==> src/rtl/dmem_arbiter.sv <==
// Two-port data-memory arbiter (round-robin or port-0 priority) with lock hold; grant and memory strobes are combinational.
// Responses land exactly one cycle after the grant; a requester that loses simply holds req until gnt, with no other backpressure.
module dmem_arbiter #(
   parameter int RR_EN = 1
) (
   input  logic        clk,
   input  logic        rst_n,
   input  logic        req_0,
   input  logic        we_0,
   input  logic        lock_0,
   input  logic [31:0] addr_0,
   input  logic [31:0] wdata_0,
   output logic        gnt_0,
   output logic        rvalid_0,
   output logic        err_0,
   output logic [31:0] rdata_0,
   input  logic        req_1,
   input  logic        we_1,
   input  logic        lock_1,
   input  logic [31:0] addr_1,
   input  logic [31:0] wdata_1,
   output logic        gnt_1,
   output logic        rvalid_1,
   output logic        err_1,
   output logic [31:0] rdata_1,
   output logic [31:0] mem_address,
   output logic [31:0] mem_write_data,
   output logic        mem_write_enable,
   output logic        mem_read_enable,
   input  logic [31:0] mem_read_data
);

   typedef enum logic [1:0] {ARB, LOCK0, LOCK1} state_t;

   state_t      state, state_nxt;
   logic        last_grant;
   logic        g0, g1, gnt_any;
   logic        sel_we, legal;
   logic [31:0] sel_addr;
   logic [1:0]  rvalid_q, err_q, rd_q;

   always_comb begin
      g0        = 1'b0;
      g1        = 1'b0;
      state_nxt = state;
      case (state)
         LOCK0: begin
            g0 = req_0;
            if (!lock_0) state_nxt = ARB;
         end
         LOCK1: begin
            g1 = req_1;
            if (!lock_1) state_nxt = ARB;
         end
         default: begin
            if (req_0 && req_1) begin
               // last_grant==0 means port 0 won most recently
               if ((RR_EN != 0) && !last_grant) g1 = 1'b1;
               else                             g0 = 1'b1;
            end else begin
               g0 = req_0;
               g1 = req_1;
            end
            if (g0 && lock_0)      state_nxt = LOCK0;
            else if (g1 && lock_1) state_nxt = LOCK1;
         end
      endcase
      if (!rst_n) begin
         g0 = 1'b0;
         g1 = 1'b0;
      end
   end

   assign gnt_0   = g0;
   assign gnt_1   = g1;
   assign gnt_any = g0 | g1;

   assign sel_addr = g1 ? addr_1 : addr_0;
   assign sel_we   = g1 ? we_1   : we_0;
   assign legal    = (sel_addr[1:0] == 2'b00) && (sel_addr[31:10] == 22'd0);

   assign mem_address      = sel_addr;
   assign mem_write_data   = g1 ? wdata_1 : wdata_0;
   assign mem_write_enable = gnt_any & legal & sel_we;
   assign mem_read_enable  = gnt_any & legal & ~sel_we;

   // Response owner and kind are captured at grant so next-cycle requests cannot reroute rdata.
   always_ff @(posedge clk or negedge rst_n) begin
      if (!rst_n) begin
         state      <= ARB;
         last_grant <= 1'b1;
         rvalid_q   <= 2'b00;
         err_q      <= 2'b00;
         rd_q       <= 2'b00;
      end else begin
         state <= state_nxt;
         if (gnt_any) last_grant <= g1;
         rvalid_q <= {g1, g0};
         err_q    <= {g1 & ~legal, g0 & ~legal};
         rd_q     <= {g1 & legal & ~sel_we, g0 & legal & ~sel_we};
      end
   end

   assign rvalid_0 = rvalid_q[0];
   assign rvalid_1 = rvalid_q[1];
   assign err_0    = err_q[0];
   assign err_1    = err_q[1];
   assign rdata_0  = rd_q[0] ? mem_read_data : 32'd0;
   assign rdata_1  = rd_q[1] ? mem_read_data : 32'd0;

endmodule

==> config.mk <==
export PLATFORM = sky130hd
export DESIGN_NAME = dmem_arbiter
export DESIGN_NICKNAME = d
export VERILOG_FILES = /design/src/rtl/dmem_arbiter.sv
export SDC_FILE = /design/constraint.sdc
export NUM_CORES = 1
export LEC_CHECK = 0
export CORE_AREA = 2 2 119 121
export DETAILED_ROUTE_END_ITERATION = 10
export DIE_AREA = 0 0 121 123
export SETUP_SLACK_MARGIN = 0.02
export SYNTH_ARGS = -nofsm -noshare
export SYNTH_HDL_FRONTEND = slang
export SYNTH_SLANG_ARGS = --single-unit
==> constraint.sdc <==
create_clock -name clk -period 5.1 [get_ports clk]
set_input_delay 0.765 -clock clk [delete_from_list [all_inputs] [get_ports clk]]
set_output_delay 0.765 -clock clk [all_outputs]
set_load 0.05 [all_outputs]
==> results of run 1 <==
[power by group]
group | total (mW) | internal [mW] | switching [mW] | leakage, nW
Combinational | 1.15 | 0.407 | 0.744 | 2.05
Sequential | 0.106 | 0.0943 | 0.0117 | 0.118
Clock | 0.138 | 0.104 | 0.0339 | 0.0382
[flip-flops by register name, summed over array words and instances, names as in the netlist]
register / flops
rvalid_q: 2
state: 2
err_q: 2
last_grant: 1
rd_q: 2
[placed cells by master (no fill, tap or decap), drive strengths merged]
cell type      synthesis  final
a31o                   1      1
or4                    2      2
o21ai                  2      2
nor4                  10     10
nand3b                 1      1
nand2                196    196
and2                  64     64
a21oi                  2      2
o2111ai                1      1
clkbuf                 8      4
a211oi                 1      1
mux2i                  2      2
nand2b                 1      1
and4                   2      2
ha                     2      2
nand3                  2      2
and3                   2      2
a311o                  1      1
nand4                  1      1
buf                   13     17
a22oi                  2      2
dfrtp                  8      8
nor2                   2      2
nor3                   1      1
clkdlybuf4s50          0    289
dfstp                  1      1
mux2                   1      1
o2bb2a                 1      1
o211ai                 1      1
inv                    5      5
[worst paths after layout]
check / end / slack (ns) / depth (start not counted)
worst max-delay path: mem_write_data[7] / 0.97 / 8
worst min-delay path: state[0]$_DFFE_PN0P_ / 0.56 / 2
worst max register to register: err_q[0]$_DFF_PN0_ / 2.61 / 7
worst min register to register: state[0]$_DFFE_PN0P_ / 0.56 / 2
max in group asynchronous: last_grant$_DFFE_PN1P_ / 4.06 / 2
min in group asynchronous: rvalid_q[0]$_DFF_PN0_ / 0.82 / 2
[cells in the mapped netlist (2+ instances only)]
master	n
nand2_1	196
and3_2	2
a21oi_1	2
o21ai_0	2
ha_1	2
and2_1	64
buf_2	5
inv_1	4
nor4_1	10
or4_4	2
buf_6	6
a22oi_1	2
clkbuf_1	8
dfrtp_1	8
mux2i_1	2
[area by class of cell]
cell class	instances	area (um2)
clock buffers	4	78.8
fillers	1435	8550
inverters	5	21.3
multi-input cells	301	1490
flip-flops and latches	9	226
well taps	180	225
repair buffers	306	3020
[metal layers]
metal  wire length (um)  part of all wire, %  vias to the layer above  track usage (%)
li1                   -                    -                     1629                -
met1               4440                   38                     1447             15.9
met2               6140                   52                      188             26.7
met3               1070                  9.1                        9             3.04
met4                120                  1.0                        0             2.83
met5                  0                    0                        -                0
[critical path: cells and delay by family]
kind / cells / cell delay (ns)
buf+inv: 4 / 1.93
compound gates: 2 / 0.36
simple gates: 2 / 0.24
[kinds of logic (layout without fill, tap and decap cells)]
logic type      count (synthesis)  in the layout  synth area share (%)
compound gates                 12             12                  5.76
fa+ha+maj                       2              2                  1.34
buf+inv                        26            315                  8.31
flops                           9              9                  12.1
mux                             3              3                  1.88
simple gates                  284            284                  70.6
[through the flow]
step                area (um2)  hold slack (ns)  std cells  total power [mW]  util [%]
global placement          4980            0.531        801              1.26      36.6
floorplan                 1870            0.469        336             0.834         -
global route              5060            0.587        805              1.47      37.2
detailed placement        4980            0.546        801              1.26      36.6
finish                    5060            0.558        805              1.40      37.2
CTS                       5060            0.550        805              1.41      37.2
==> results.txt, run 1 <==
The final-stage net count came out at 796. The unique cell type count in the Yosys netlist came out at 36. By area the synthesized netlist is led by nand2_1 39%, and2_1 21%, dfrtp_1 11%. Clock tree synthesis selected as its root buffer the cell clkbuf_16. Setup repair after global routing left no endpoint under its margin.

The worst-case IR drop observed on VDD is 0.138 mV. The number of placed I/O pins is 304. The number of antenna violations at the first check in global routing was 0. STA classifies the critical path startpoint as an input pin.

The total global routing track utilization is 14.0%. The summed negative setup slack over all endpoints is 0 ns. The number of cells upsized or downsized after cts is 0. Walking the worst path, the cells encountered are clkdlybuf4s50_1 -> buf_4 -> o211ai_2 -> a31o_2 -> inv_4 -> nand2_1 -> nand2_1 -> clkdlybuf4s50_1.

The net count after synthesis is 506. For this run, asynchronously set or reset flops after synthesis account for 100%. In this run, synthesis produced a sequential element count of 9. The initial core utilization is 13.7%. TritonCTS built the clock tree.

The share of post-route cells with drive strength above 1 came out at 5.44%. The die is 123 um tall. Dividing the detail-routed wire length by the instance count gives 14.6 um. The worst-case clock buffer depth came out at 2. The total setup violations reported at the end of the flow came out at 0. The post-cts hold buffer count is 0. At the pin with the least slew margin, the transition time is 0.763 ns. The synthesized area per cell is 5.56 um2. The placer congestion estimate is 0.825.

Once routing completed, OpenROAD measured the worst setup slack at 0.974 ns. Power spread over the standard cell area amounts to 276 mW/mm2. The final wirelength is 11,800 um. The Yosys warning count is 0. The largest incremental delay on the critical path came out at 0.80 ns. The largest net degree at the start of global routing came out at 71.

For this run, design rule violations remaining after detail routing come to 0. After detailed routing, the number of vias per cell comes to 4.07. The post-CTS clock slew at the launch and capture registers of the worst setup and hold paths is 0.04 ns.

The highest net fanout along the worst path is 70. The HPWL after detailed placement is 10,000 um. The total leakage power came out at 2.20 nW. In this run the biggest area consumer among cell types represents 39.4% of the synthesized area.

The startpoint of the worst hold path is state[0]$_DFFE_PN0P_. The region available for standard cell placement spans 0.0136 mm2. The maximum level of the CTS H-tree is 1. The cell area after synthesis came out at 0.00187 mm2. The cell with the largest stage delay on the worst path is clkdlybuf4s50_1.

Headroom to the max-slew limit came out at 49.1%. Counting flops with a built-in enable in the synthesized netlist gives 0. The post-synthesis cell type with the largest combined area is nand2_1. At the later pin of the worst-skew pair, clock insertion delay measures 0.24 ns.

The count of nets left with antenna violations once routing finished came out at 0. The sequential element share of the synthesized area is 12.1%. The number of global-route vias before repair was 3,090. The number of vias in the routed layout is 3,273. The flow ran to the end, and the final reports show no timing, DRC or antenna violations. The number of port buffers is 303.

The first global-routing pass estimated 16,500 um of wire. The critical path data required time is 4.34 ns. The max-cap check violation count is 0.

The post-synthesis cell count came out at 336. The clock period minus worst slack is 4.13 ns. The count of final hold-check violations is 0.

The layout overhead on the synthesized area came out at 171%. The fmax came out at 242 MHz. The share of the clock period used by the worst path after layout is 80.9%. The data arrival time at the worst-slack endpoint came out at 3.36 ns. The startpoint identified for the worst register-to-register timing path is state[0]$_DFFE_PN0P_.

The antenna diode instance count is 0. The most critical setup path has its startpoint at rst_n. The die covers 0.0149 mm2.

The TritonCTS sink count is 9. The total congestion overflow after global routing is 0. The final-report max-slew violation count is 0.

The type of the most critical hold path is flop to flop. The worst setup slack after placement came out at 0.964 ns. The floorplan row count is 43. The initial DRC count is 82. The most common flop cell mapped by yosys is dfrtp_1. The total iterations of the first detailed-routing run came out at 4. The post-CTS setup-driven buffer insertion count came out at 0.

The number of clock buffers inserted by TritonCTS is 3. The critical path endpoint category is an output port. Between clock sinks in the finished design, the worst skew comes to 0.00608 ns. The die is 121 um wide. The classification of the worst setup path is input pin to output port.
Power figures use the tool's default switching activity.
==> run 2: changes to the inputs <==
--- a/config.mk
+++ b/config.mk
@@ -5,9 +5,9 @@
 export SDC_FILE = /design/constraint.sdc
 export NUM_CORES = 1
 export LEC_CHECK = 0
-export CORE_AREA = 2 2 119 121
+export CORE_AREA = 2 2 118 120
 export DETAILED_ROUTE_END_ITERATION = 10
-export DIE_AREA = 0 0 121 123
+export DIE_AREA = 0 0 120 122
 export SETUP_SLACK_MARGIN = 0.02
 export SYNTH_ARGS = -nofsm -noshare
 export SYNTH_HDL_FRONTEND = slang
==> constraint.sdc (replaced) <==
create_clock -name clk -period 4 [get_ports clk]
set_input_delay 0.6 -clock clk [delete_from_list [all_inputs] [get_ports clk]]
set_output_delay 0.6 -clock clk [all_outputs]
set_load 0.05 [all_outputs]
==> run 2 against run 1 <==
  * Sequential power rose by 25%
  * Setup slack got worse by 0.13 ns
  * Cell count rose by 0.25%
  * First-iteration DRC count rose by 41%
  * Hold slack got worse by 0.016 ns
  * Wire length rose by 1.4%
  * Register-to-register slack got worse by 0.71 ns
  * Global-route usage rose by 0.77 points
  * Sequential share of layout area fell by 0.57 points
  * Core utilization rose by 5.7 points
  * Power rose by 58%
  * Clock power rose by 27%
  * Largest power group unchanged
==> results.txt, run 2 (synthesis gave the netlist of run 1 again) <==
The largest incremental delay on the critical path is 0.46 ns. The slack of the worst reg-to-reg path came out at 1.90 ns. The wire-length estimate of the detail-placed layout is 10,400 um. For the worst setup path, the data required time is 3.40 ns. The floorplan step defined a die boundary enclosing 0.0146 mm2. The initial DRC count is 116. The number of cells upsized or downsized after cts is 0. The signal on the critical path passes through clkdlybuf4s50_1 -> buf_4 -> o211ai_2 -> a31o_2 -> inv_4 -> buf_12 -> nand2_1 -> nand2_1 -> buf_12. Buffers added to address setup during post-CTS repair amount to 0. Once layout is complete, the utilization of the core stands at 42.9%. The number of global-route vias before repair was 3,189.

The library cells used most frequently in the layout, excluding fill and tap cells, are 236 x clkdlybuf4s50_1, 196 x nand2_1, 68 x buf_12. The worst path meets setup with 0.843 ns of slack. The final-report max-slew violation count is 0.

At the end of routability-driven placement, the weighted congestion stood at 0.816. The largest clock skew in the final design came out at 0.000595 ns. The number of placed I/O pins is 304.

The total setup violations reported at the end of the flow came out at 0. The average wire per cell in the routed design is 14.8 um. The highest ir drop seen on vdd came out at 0.220 mV. CTS built an H-tree with a depth of 1. The final layout contains 798 nets. Adding up every negative setup slack in the final design gives 0 ns.

The total global routing track utilization is 14.7%. Measured against its own limit, the worst slew margin works out to 48.2%. The post-CTS clock slew at the launch and capture registers of the worst setup and hold paths came out at 0.04 ns. The clock insertion delay at the later pin of the skew report is 0.23 ns. The number of nets still failing antenna checks after routing came out at 0. The worst setup path is captured at an output port. Entering global routing, the biggest net connects 51 pins. The total leakage power is 2.56 nW. The first global-routing pass estimated 17,000 um of wire. The initial utilization of the core area, before any placement, comes to 13.8%. Relative to the synthesized area, the layout overhead comes to 210%. The data arrival time at the worst-slack endpoint came out at 2.56 ns.

Overall power consumption after layout is estimated at 2.20 mW. The routed layout has 3,297 vias. The share of post-route cells with drive strength above 1 is 14.2%. On the critical path the largest part of the delay comes from buffers and inverters.

The worst setup slack after placement came out at 0.822 ns. In this run the power density over the cells is 380 mW/mm2. Setup repair after global routing left no endpoint under its margin. The startpoint identified for the worst register-to-register timing path is state[0]$_DFFE_PN0P_. The tree is rooted in a clkbuf_16. The cell with the largest stage delay on the worst path is clkdlybuf4s50_1.

The count of final hold-check violations came out at 0. The final wirelength is 11,900 um. The total iterations of the first detailed-routing run is 4. The endpoint identified for the worst register-to-register timing path is rd_q[0]$_DFF_PN0_. The post-cts hold buffer count is 0.

The CTS tree is built. The flow ran to the end, and the final reports show no timing, DRC or antenna violations. The max-cap check violation count is 0.

The worst hold path belongs to the class flop to flop. For the pin with the worst max-slew slack, the measured transition is 0.778 ns. The library cell used most frequently in the layout, excluding fill and tap cells, is clkdlybuf4s50_1. The number of antenna violations at the first check in global routing came to 0.

The fmax is 317 MHz. The die extent in x came out at 120 um. The ratio of routed vias to standard cells is 4.09. The floorplan core area is 0.0135 mm2. The number of clock buffers inserted by TritonCTS is 3. In this run the number of cells on the critical path is 9. The share of the clock period used by the worst path after layout came out at 78.9%. The antenna diode instance count is 0. The critical path startpoint category is an input pin. After floorplanning, the core was divided into 43 placement rows.

The die is 122 um tall. The remaining routing DRC violations came out at 0. The worst reg-to-reg path cell count is 7.

Following the worst setup path forward leads to its endpoint at mem_write_data[18]. The count of buffer and inverter cells on the critical path is 5. No sink is reached through more buffers than the 2 on the longest clock path.

Of all nets on the critical path, the largest fanout is 42. Subtracting the final worst setup slack from the clock period gives 3.16 ns. The total congestion overflow after global routing came out at 0. Input and output buffers added on the ports amount to 303. The TritonCTS sink count came out at 9.

Tracing the worst setup path back leads to its startpoint at rst_n. The setup path with the least slack is of type input pin to output port.
-- run 2: worst min path at each step --
| stage | depth (start not counted) | from | endpoint | slack (ns) |
|---|---|---|---|---|
| after global placement | 2 | last_grant$_DFFE_PN1P_ | last_grant$_DFFE_PN1P_ | 0.51 |
| after floorplan | 0 | rst_n | err_q[0]$_DFF_PN0_ | 0.30 |
| final | 2 | last_grant$_DFFE_PN1P_ | last_grant$_DFFE_PN1P_ | 0.54 |
| after global routing | 2 | last_grant$_DFFE_PN1P_ | last_grant$_DFFE_PN1P_ | 0.58 |
| after CTS | 2 | last_grant$_DFFE_PN1P_ | last_grant$_DFFE_PN1P_ | 0.54 |
| after detailed placement | 2 | last_grant$_DFFE_PN1P_ | last_grant$_DFFE_PN1P_ | 0.54 |
-- run 2: worst reg2reg max path, stage by stage (launching register included) --
cell and delay (ns):
dfrtp_1 0.34, inv_1 0.06, ha_1 0.38, o211ai_2 0.09
a31o_2 0.26, inv_4 0.29, mux2_4 0.35, a211oi_2 0.24
-- run 2: through the flow --
step	instance area, um2	hold slack, ns	std cells
detailed placement	5710	0.538	803
CTS	5790	0.545	807
global route	5790	0.581	807
global placement	5710	0.513	803
finish	5790	0.542	807
floorplan	1870	0.304	336
-- run 2: cell type report --
cell class                 count  area (um2)
fill                        1329        7710
timing repair buffer         308        3750
multi-input combinational    301        1490
sequential                     9         226
tap                          180         225
clock buffer                   4        78.8
inverter                       5        21.3
-- run 2: where the power goes --
part / internal, mW / switching [mW] / total (mW)
Combinational: 0.851 / 1.04 / 1.89
Sequential: 0.120 / 0.0126 / 0.133
Clock: 0.133 / 0.0420 / 0.175
Total: 1.10 / 1.10 / 2.20
-- run 2: metal layers --
metal | up-vias | share of wire, % | GRT usage (%)
li1 | 1631 | - | -
met1 | 1467 | 35 | 15.7
met2 | 190 | 54 | 28.9
met3 | 9 | 9.8 | 4.07
met4 | 0 | 1.1 | 2.72
met5 | - | 0 | 0
